<file path="config.mk">
export PLATFORM = sky130hd
export DESIGN_NAME = arm_mem_sys
export DESIGN_NICKNAME = d
export VERILOG_FILES = /design/src/rtl/arm_mem_sys.sv
export SDC_FILE = /design/constraint.sdc
export NUM_CORES = 2
export LEC_CHECK = 0
export BUFFER_PORTS_ARGS = -buffer_cell sky130_fd_sc_hd__buf_2
export CAP_MARGIN = 30
export CORE_UTILIZATION = 25
export DETAILED_ROUTE_END_ITERATION = 10
export MAX_ROUTING_LAYER = met4
export PLACE_DENSITY_LB_ADDON = 0.08
export SYNTH_ARGS = -nofsm -noshare
export SYNTH_HDL_FRONTEND = slang
export SYNTH_SLANG_ARGS = --single-unit
</file>
<file path="constraint.sdc">
create_clock -name clk -period 4 [get_ports clk]
set_clock_uncertainty 0.2 [all_clocks]
set_input_delay 0.8 -clock clk [delete_from_list [all_inputs] [get_ports clk]]
set_output_delay 0.8 -clock clk [all_outputs]
set_load 0.03 [all_outputs]
</file>
<file path="src/rtl/arm_mem_sys.sv">
// arm_mem_sys: word RAM plus memory-mapped TX FIFO and compare timer behind the multicycle ARM core bus
module arm_mem_sys #(
   parameter int RAM_WORDS = 64,
   parameter int FIFO_DEPTH = 8,
   localparam int CW = $clog2(FIFO_DEPTH + 1)
) (
   input  logic        clk,
   input  logic        reset,
   input  logic        MemWrite,
   input  logic [31:0] Adr,
   input  logic [31:0] WriteData,
   output logic [31:0] ReadData,
   output logic        tx_valid,
   output logic [7:0]  tx_data,
   input  logic        tx_ready,
   output logic        irq
);
   localparam int AW = $clog2(RAM_WORDS);
   localparam int PW = $clog2(FIFO_DEPTH);
   logic [31:0]   ram [RAM_WORDS];
   logic [7:0]    fifo [FIFO_DEPTH];
   logic [PW-1:0] rptr, wptr;
   logic [CW-1:0] count;
   logic          overflow;
   logic [31:0]   timer, cmp, status;
   logic [15:0]   off;
   logic          periph, wr_tx, wr_st, wr_tmr, wr_cmp, full, empty, pop, push;
   assign periph   = Adr[31:16] == 16'hFFFF;
   assign off      = Adr[15:0];
   assign wr_tx    = MemWrite && periph && off == 16'h0000;
   assign wr_st    = MemWrite && periph && off == 16'h0004;
   assign wr_tmr   = MemWrite && periph && off == 16'h0008;
   assign wr_cmp   = MemWrite && periph && off == 16'h000C;
   assign empty    = count == '0;
   assign full     = count == CW'(FIFO_DEPTH);
   assign tx_valid = !empty;
   assign pop      = tx_valid && tx_ready;
   // a pop in the same cycle frees the slot, so a push into a full FIFO still lands
   assign push     = wr_tx && (!full || pop);
   assign tx_data  = tx_valid ? fifo[rptr] : 8'h00;
   assign status   = {{(24 - CW){1'b0}}, count, 5'b0, overflow, full, empty};
   assign ReadData = !periph ? ram[Adr[2 +: AW]] :
                     off == 16'h0004 ? status :
                     off == 16'h0008 ? timer :
                     off == 16'h000C ? cmp : 32'h0;
   // storage arrays: not cleared by reset, but reset still blocks writes
   always_ff @(posedge clk) begin
      if (!reset && MemWrite && !periph) ram[Adr[2 +: AW]] <= WriteData;
      if (!reset && push) fifo[wptr] <= WriteData[7:0];
   end
   // FIFO control, timer, compare register and sticky interrupt
   always_ff @(posedge clk) begin
      if (reset) begin
         rptr     <= '0;
         wptr     <= '0;
         count    <= '0;
         overflow <= 1'b0;
         timer    <= '0;
         cmp      <= '1;
         irq      <= 1'b0;
      end else begin
         if (pop) rptr <= rptr + PW'(1);
         if (push) wptr <= wptr + PW'(1);
         count <= count + CW'(push) - CW'(pop);
         if (wr_tx && full && !pop) overflow <= 1'b1;
         else if (wr_st && WriteData[2]) overflow <= 1'b0;
         timer <= wr_tmr ? WriteData : timer + 32'd1;
         if (wr_cmp) cmp <= WriteData;
         irq <= !wr_cmp && (irq || timer == cmp);
      end
   end
endmodule

</file>
# After elaboration in Yosys (flattened, before gate mapping)
# Memory sizes are Yosys's and may differ from the RTL's. A register that Yosys moved wholly into a read port is not among the register bits.
# Index checks and enable logic that the tools add are counted.
# totals
memories	2
mem_bits_rw	2112
out_inout_bits	42
inputBits	68
regBits	76
word_cells	59
# classes
muxes	14
addsub	5
n_reduce_logical	25
eq_ne	6
# memory_table
name	depth	width	read_ports	rd_ports_with_merged_regs	wr	line_no	text
ram	64	32	1	0	1	20	logic [31:0] ram [RAM_WORDS];
fifo	8	8	1	1	1	21	logic [7:0] fifo [FIFO_DEPTH];
# op_table
op	count
$mux 32	5
$add 32x1->32 const B	1
$eq 16x4->1 const B	2
$eq 32x32->1	1
$eq 16x16->1 const B	1
$eq 16x3->1 const B	1
$logic_not 16->1	1
$logic_and 1x1->1	14
$mux 8	1
$add 3x1->3 const B	2
$logic_not 1->1	6
$mux 1	6
$mux 3	2
$add 4x1->4	1
$eq 4x4->1 const B	1
$logic_not 4->1	1
$sub 4x1->4	1
$logic_or 1x1->1	2
$reduce_bool 2->1	1

# Longest topological paths before layout
# depth
depth_word	8
depth_mapped	14
ltp_nobuf	14

# Least setup slack after synthesis
# Ideal clock, no wire load.
# synth_timing
path_kind	input port to flip-flop
from	in Adr[3]
to	mem ram[14][0], enable pin
path_buffers	5
setup_ps	421
setup_slack_ps	-142
t_required_ps	3379
t_arrival_ps	3521
path_stages	8
cell_sequence	clkbuf_1 > buf_2 > buf_4 > buf_4 > buf_2 > and3_1 > nand3_1 > nor2_1
# synth_rtl
item	line_no	text
start: declaration	10	input logic [31:0] Adr,
end: declaration	20	
# No word-level cell before the write port.

# Final worst setup path
# layout_timing
from	in Adr[2]
to	out ReadData[30]
# layout_between
elab_chain_cells	5
word_cells_on_any_way	8
cone_classes	eq/ne: 3; mux: 4; memory: 1
# layout_lines
item	line_no	text
branches (longest 4 deep; another with $mem_v2 64x32)	n/a	
$mux 32 (*)	42	assign ReadData = !periph ? ram[Adr[2 +: AW]] :
end: declaration	12	output logic [31:0] ReadData,
# Mark *: on every way between the ends.

==> load_flow_metrics.sql <==
INSERT INTO impl_metrics (metric_group, metric, value, unit) VALUES
('outcome', 'run_status', 'finished with violations', ''),
('outcome', 'failed_checks', 'negative setup slack', ''),
('timing', 'slew_viol_final', '0', ''),
('drt', 'drtIter0Drc', '4341', ''),
('pwr', 'leakagePower', '0.0366', 'uW'),
('setup_path', 'cp.arrival', '3.44', 'ns'),
('clock_network', 'post_cts_hold_buffer_count', '0', ''),
('die', 'dieHeight', '586', 'um'),
('pwr', 'ir_worst_vdd', '0.000292', 'V'),
('global_routing', 'antenna_found_initial', '25', ''),
('die', 'floorplan.die.width', '586', 'um'),
('final_layout', 'filler_cell_count', '32100', ''),
('die', 'core_area', '338000', 'um2'),
('setup_path', 'worstPathRequired', '3.00', 'ns'),
('drt', 'first_pass_iters', '5', ''),
('yosys', 'cell_with_the_most_instances_after_synthesis', 'sky130_fd_sc_hd__edfxtp_1', ''),
('final_layout', 'layout_cells_sized_above_1', '0.427', ''),
('yosys', 'synth.top_cell.area_share', '0.745', ''),
('clock_network', 'worst_setup_hold_path_clk_slew', '0.06', 'ns'),
('global_routing', 'globalRouteOverflowTotal', '0', ''),
('drt', 'vias', '46800', ''),
('clock_network', 'cts_sinks', '2191', ''),
('drt', 'via_per_inst', '4.73', ''),
('setup_path', 'worst-setup-path-type', 'input port to primary output', ''),
('clock_network', 'tritoncts', 'done', ''),
('yosys', 'number_of_synthesized_register_bits', '2191', ''),
('pwr', 'powerDensity', '474', 'nW/um2'),
('drt', 'routed_wirelength', '340000', 'um'),
('yosys', 'cell_types_occupying_the_most_area_after_synthesis', 'sky130_fd_sc_hd__edfxtp_1 74%, sky130_fd_sc_hd__mux4_2 13%, sky130_fd_sc_hd__dfxtp_1 1.9%', ''),
('timing', 'totalNegativeSetupSlack', '-8.20', 'ns'),
('yosys', 'synth_warnings', '0', ''),
('final_layout', 'layout.nets', '5255', ''),
('drt', 'detail_route.drc_violations', '0', ''),
('clock_network', 'cts_buffers', '269', ''),
('clock_network', 'h-tree-depth', '5', ''),
('die', 'die_area', '343000', 'um2'),
('timing', 'final_ws_setup', '-0.444', 'ns'),
('yosys', 'yosys-top-cells-count', '2,112 x sky130_fd_sc_hd__edfxtp_1, 506 x sky130_fd_sc_hd__mux4_2, 173 x sky130_fd_sc_hd__nor2_1', ''),
('die', 'floorplan.rows', '213', ''),
('clock_network', 'clk_latency', '0.89', 'ns'),
('yosys', 'synth_top_flop_cell', 'sky130_fd_sc_hd__edfxtp_1', ''),
('global_routing', 'grt_util_all_layers', '0.201', ''),
('yosys', 'async_flop_share', '0', ''),
('final_layout', 'final_util', '0.334', ''),
('yosys', 'synth_cell_type_count', '71', ''),
('yosys', 'syn-instance-count', '4058', ''),
('drt', 'post_drt_wl_per_cell', '34.3', 'um'),
('final_layout', 'flow.area_growth_from_synthesis', '32.3', '%'),
('drt', 'ant_nets', '0', ''),
('hold_path', 'hold_class', 'input port to flip-flop', ''),
('clock_network', 'clockRootBuffer', 'sky130_fd_sc_hd__clkbuf_16', ''),
('clock_network', 'clock_tree.buffer_depth', '4', ''),
('setup_path', 'setup.worst_path.start_class', 'input port', ''),
('yosys', 'mappedNetlistNets', '4136', ''),
('setup_path', 'cp_max_fo', '9', ''),
('yosys', 'synth_area_leader', 'sky130_fd_sc_hd__edfxtp_1', ''),
('timing', 'setup_viols_final', '32', ''),
('final_layout', 'area_of_combinational_cells_with_multiple_inputs', '21400', 'um2'),
('yosys', 'synth.cell_area', '85100', 'um2'),
('global_routing', 'wire_length_of_the_first_global_routing_pass', '451000', 'um'),
('final_layout', 'layout.area.seq', '65000', 'um2'),
('setup_path', 'worstSetupEndpointType', 'primary output', ''),
('placement', 'routabilityCongestion', '0.787', ''),
('die', 'floorplan.io_pins', '110', ''),
('yosys', 'yosysSeqAreaShare', '0.763', ''),
('timing', 'achievable-frequency', '0.225', 'GHz'),
('job', 'timing.max_cap.violations', '0', ''),
('timing', 'grt_setup_unrepaired', 'yes', ''),
('yosys', 'number_of_flops_mapped_to_enable_cells_by_yosys', '2112', ''),
('pwr', 'post-layout-total-power', '53400', 'uW'),
('die', 'start_util', '0.252', ''),
('timing', 'fin_crit', '4.44', 'ns'),
('timing', 'fin_crit_sh', '1.11', ''),
('global_routing', 'grt_start_max_net_pins', '67', ''),
('yosys', 'syn_area_per_cell', '21.0', 'um2'),
('placement', 'dp_hpwl', '225000', 'um'),
('global_routing', 'vias_in_the_first_global_route', '48100', ''),
('timing', 'tightestPinTransition', '1.09', 'ns'),
('placement', 'port_buffer_cells', '109', ''),
('timing', 'max-slew-margin-rel', '0.270', ''),
('timing', 'finalHoldViolCount', '0', '');
## routing by layer
metal  share of wire  track usage  up-vias
met5               0            -        -
met4           0.016       0.0317        0
met3           0.045       0.0235      321
met1            0.45        0.274    25900
li1                -            -    19400
met2            0.49        0.328     1220
## cell families after synthesis
logic type | Yosys count | synth area share
flip-flops | 2191 | 0.763
multiplexers | 628 | 0.151
AND/OR/NAND/NOR | 540 | 0.0304
AO/OA/AOI/OAI | 370 | 0.0309
buffers and inverters | 252 | 0.0162
XOR/XNOR | 67 | 0.00689
adder cells (fa/ha/maj) | 10 | 0.00156
## stage by stage
step | hold slack (ns) | cells | area, um2 | worst slack (ns)
6_report | 0.112 | 9903 | 113000 | -0.444
5_1_grt | 0.0828 | 9897 | 113000 | -0.504
4_1_cts | 0.0251 | 9820 | 111000 | -0.470
3_5_place_dp | 0.296 | 9281 | 99700 | -1.51
3_3_place_gp | 0.280 | 9274 | 99600 | -1.59
2_1_floorplan | 0.254 | 4058 | 85100 | -0.142
## placed cells by master (no fill, tap or decap), drive strengths merged, types with 5 or more instances in the layout
cell type  Yosys  final
nand2        156    156
mux4         517    517
o2111ai        6      6
o21ai         28     28
clkinvlp       0      6
nand4         23     23
nor2         173    173
mux2i         87     87
xor2          23     23
a22o          15     15
o211ai        10     10
mux2          24     24
dfxtp         79     79
nor3          42     42
a22oi         66     66
a211oi        39     39
inv           17     26
a221o          5      5
a311oi         6      6
and4           6      6
or3            5      5
clkinv         1     98
bufinv         0     14
ha             9      9
o22ai         50     50
diode          0     10
nor4          20     20
clkbuf        88    353
nor2b         12     12
buf          146   1074
a221oi        43     43
xnor2         44     44
nand3         47     47
nand3b        36     36
a31oi         10     10
o221ai         7      7
edfxtp      2112   2112
a32oi          7      7
a21oi         59     59
## power breakdown
group / internal, uW / leakage, uW / total, uW / switching (uW)
Sequential: 25300 / 0.0196 / 25300 / 66.6
Combinational: 1960 / 0.0129 / 4680 / 2730
Clock: 13600 / 0.00401 / 23400 / 9860
Total: 40800 / 0.0366 / 53400 / 12700
## worst paths after layout
kind / depth (start not counted) / endpoint / slack [ns] / from
setup reg to reg: 11 / count[2] / 1.13 / count[1]
hold reg to reg: 2 / rptr[1] / 0.29 / rptr[1]
setup / recovery: 11 / ReadData[30] / -0.44 / Adr[2]
hold / removal: 2 / cmp[12] / 0.11 / reset
## registers in the layout (all words and copies together) (netlist names), named ones only
name and cells:
irq 1, fifo 64, rptr 3, wptr 3, ram 2048, overflow 1, timer 32, count 4
cmp 32
## worst max-delay path, stage by stage
cell and delay (ns):
sky130_fd_sc_hd__buf_16 0.17, sky130_fd_sc_hd__buf_16 0.16, sky130_fd_sc_hd__buf_8 0.16, sky130_fd_sc_hd__mux4_2 0.54, sky130_fd_sc_hd__mux2i_2 0.22, sky130_fd_sc_hd__o2111ai_4 0.24
sky130_fd_sc_hd__a211o_1 0.38, sky130_fd_sc_hd__nor3_4 0.37, sky130_fd_sc_hd__buf_6 0.17, sky130_fd_sc_hd__nor2_4 0.04, sky130_fd_sc_hd__buf_6 0.16
## what timing repair did
action                     4_1_cts  5_1_grt
setup buffers                   73       82
cloned                           7        7
setup endpoints to repair       32       32
pin swaps                       85       76
gates resized for setup        457      190
## area by class of cell
| type | instances | area share |
|---|---|---|
| inverter | 18 | 0.000744 |
| multi-input combinational | 1615 | 0.190 |
| antenna | 10 | 0.000222 |
| clock inverter | 126 | 0.00937 |
| timing repair buffer | 1082 | 0.109 |
| tap | 4515 | 0.0501 |
| clock buffer | 346 | 0.0637 |
| sequential | 2191 | 0.577 |
Note: power is estimated with default switching activity, not from simulation.
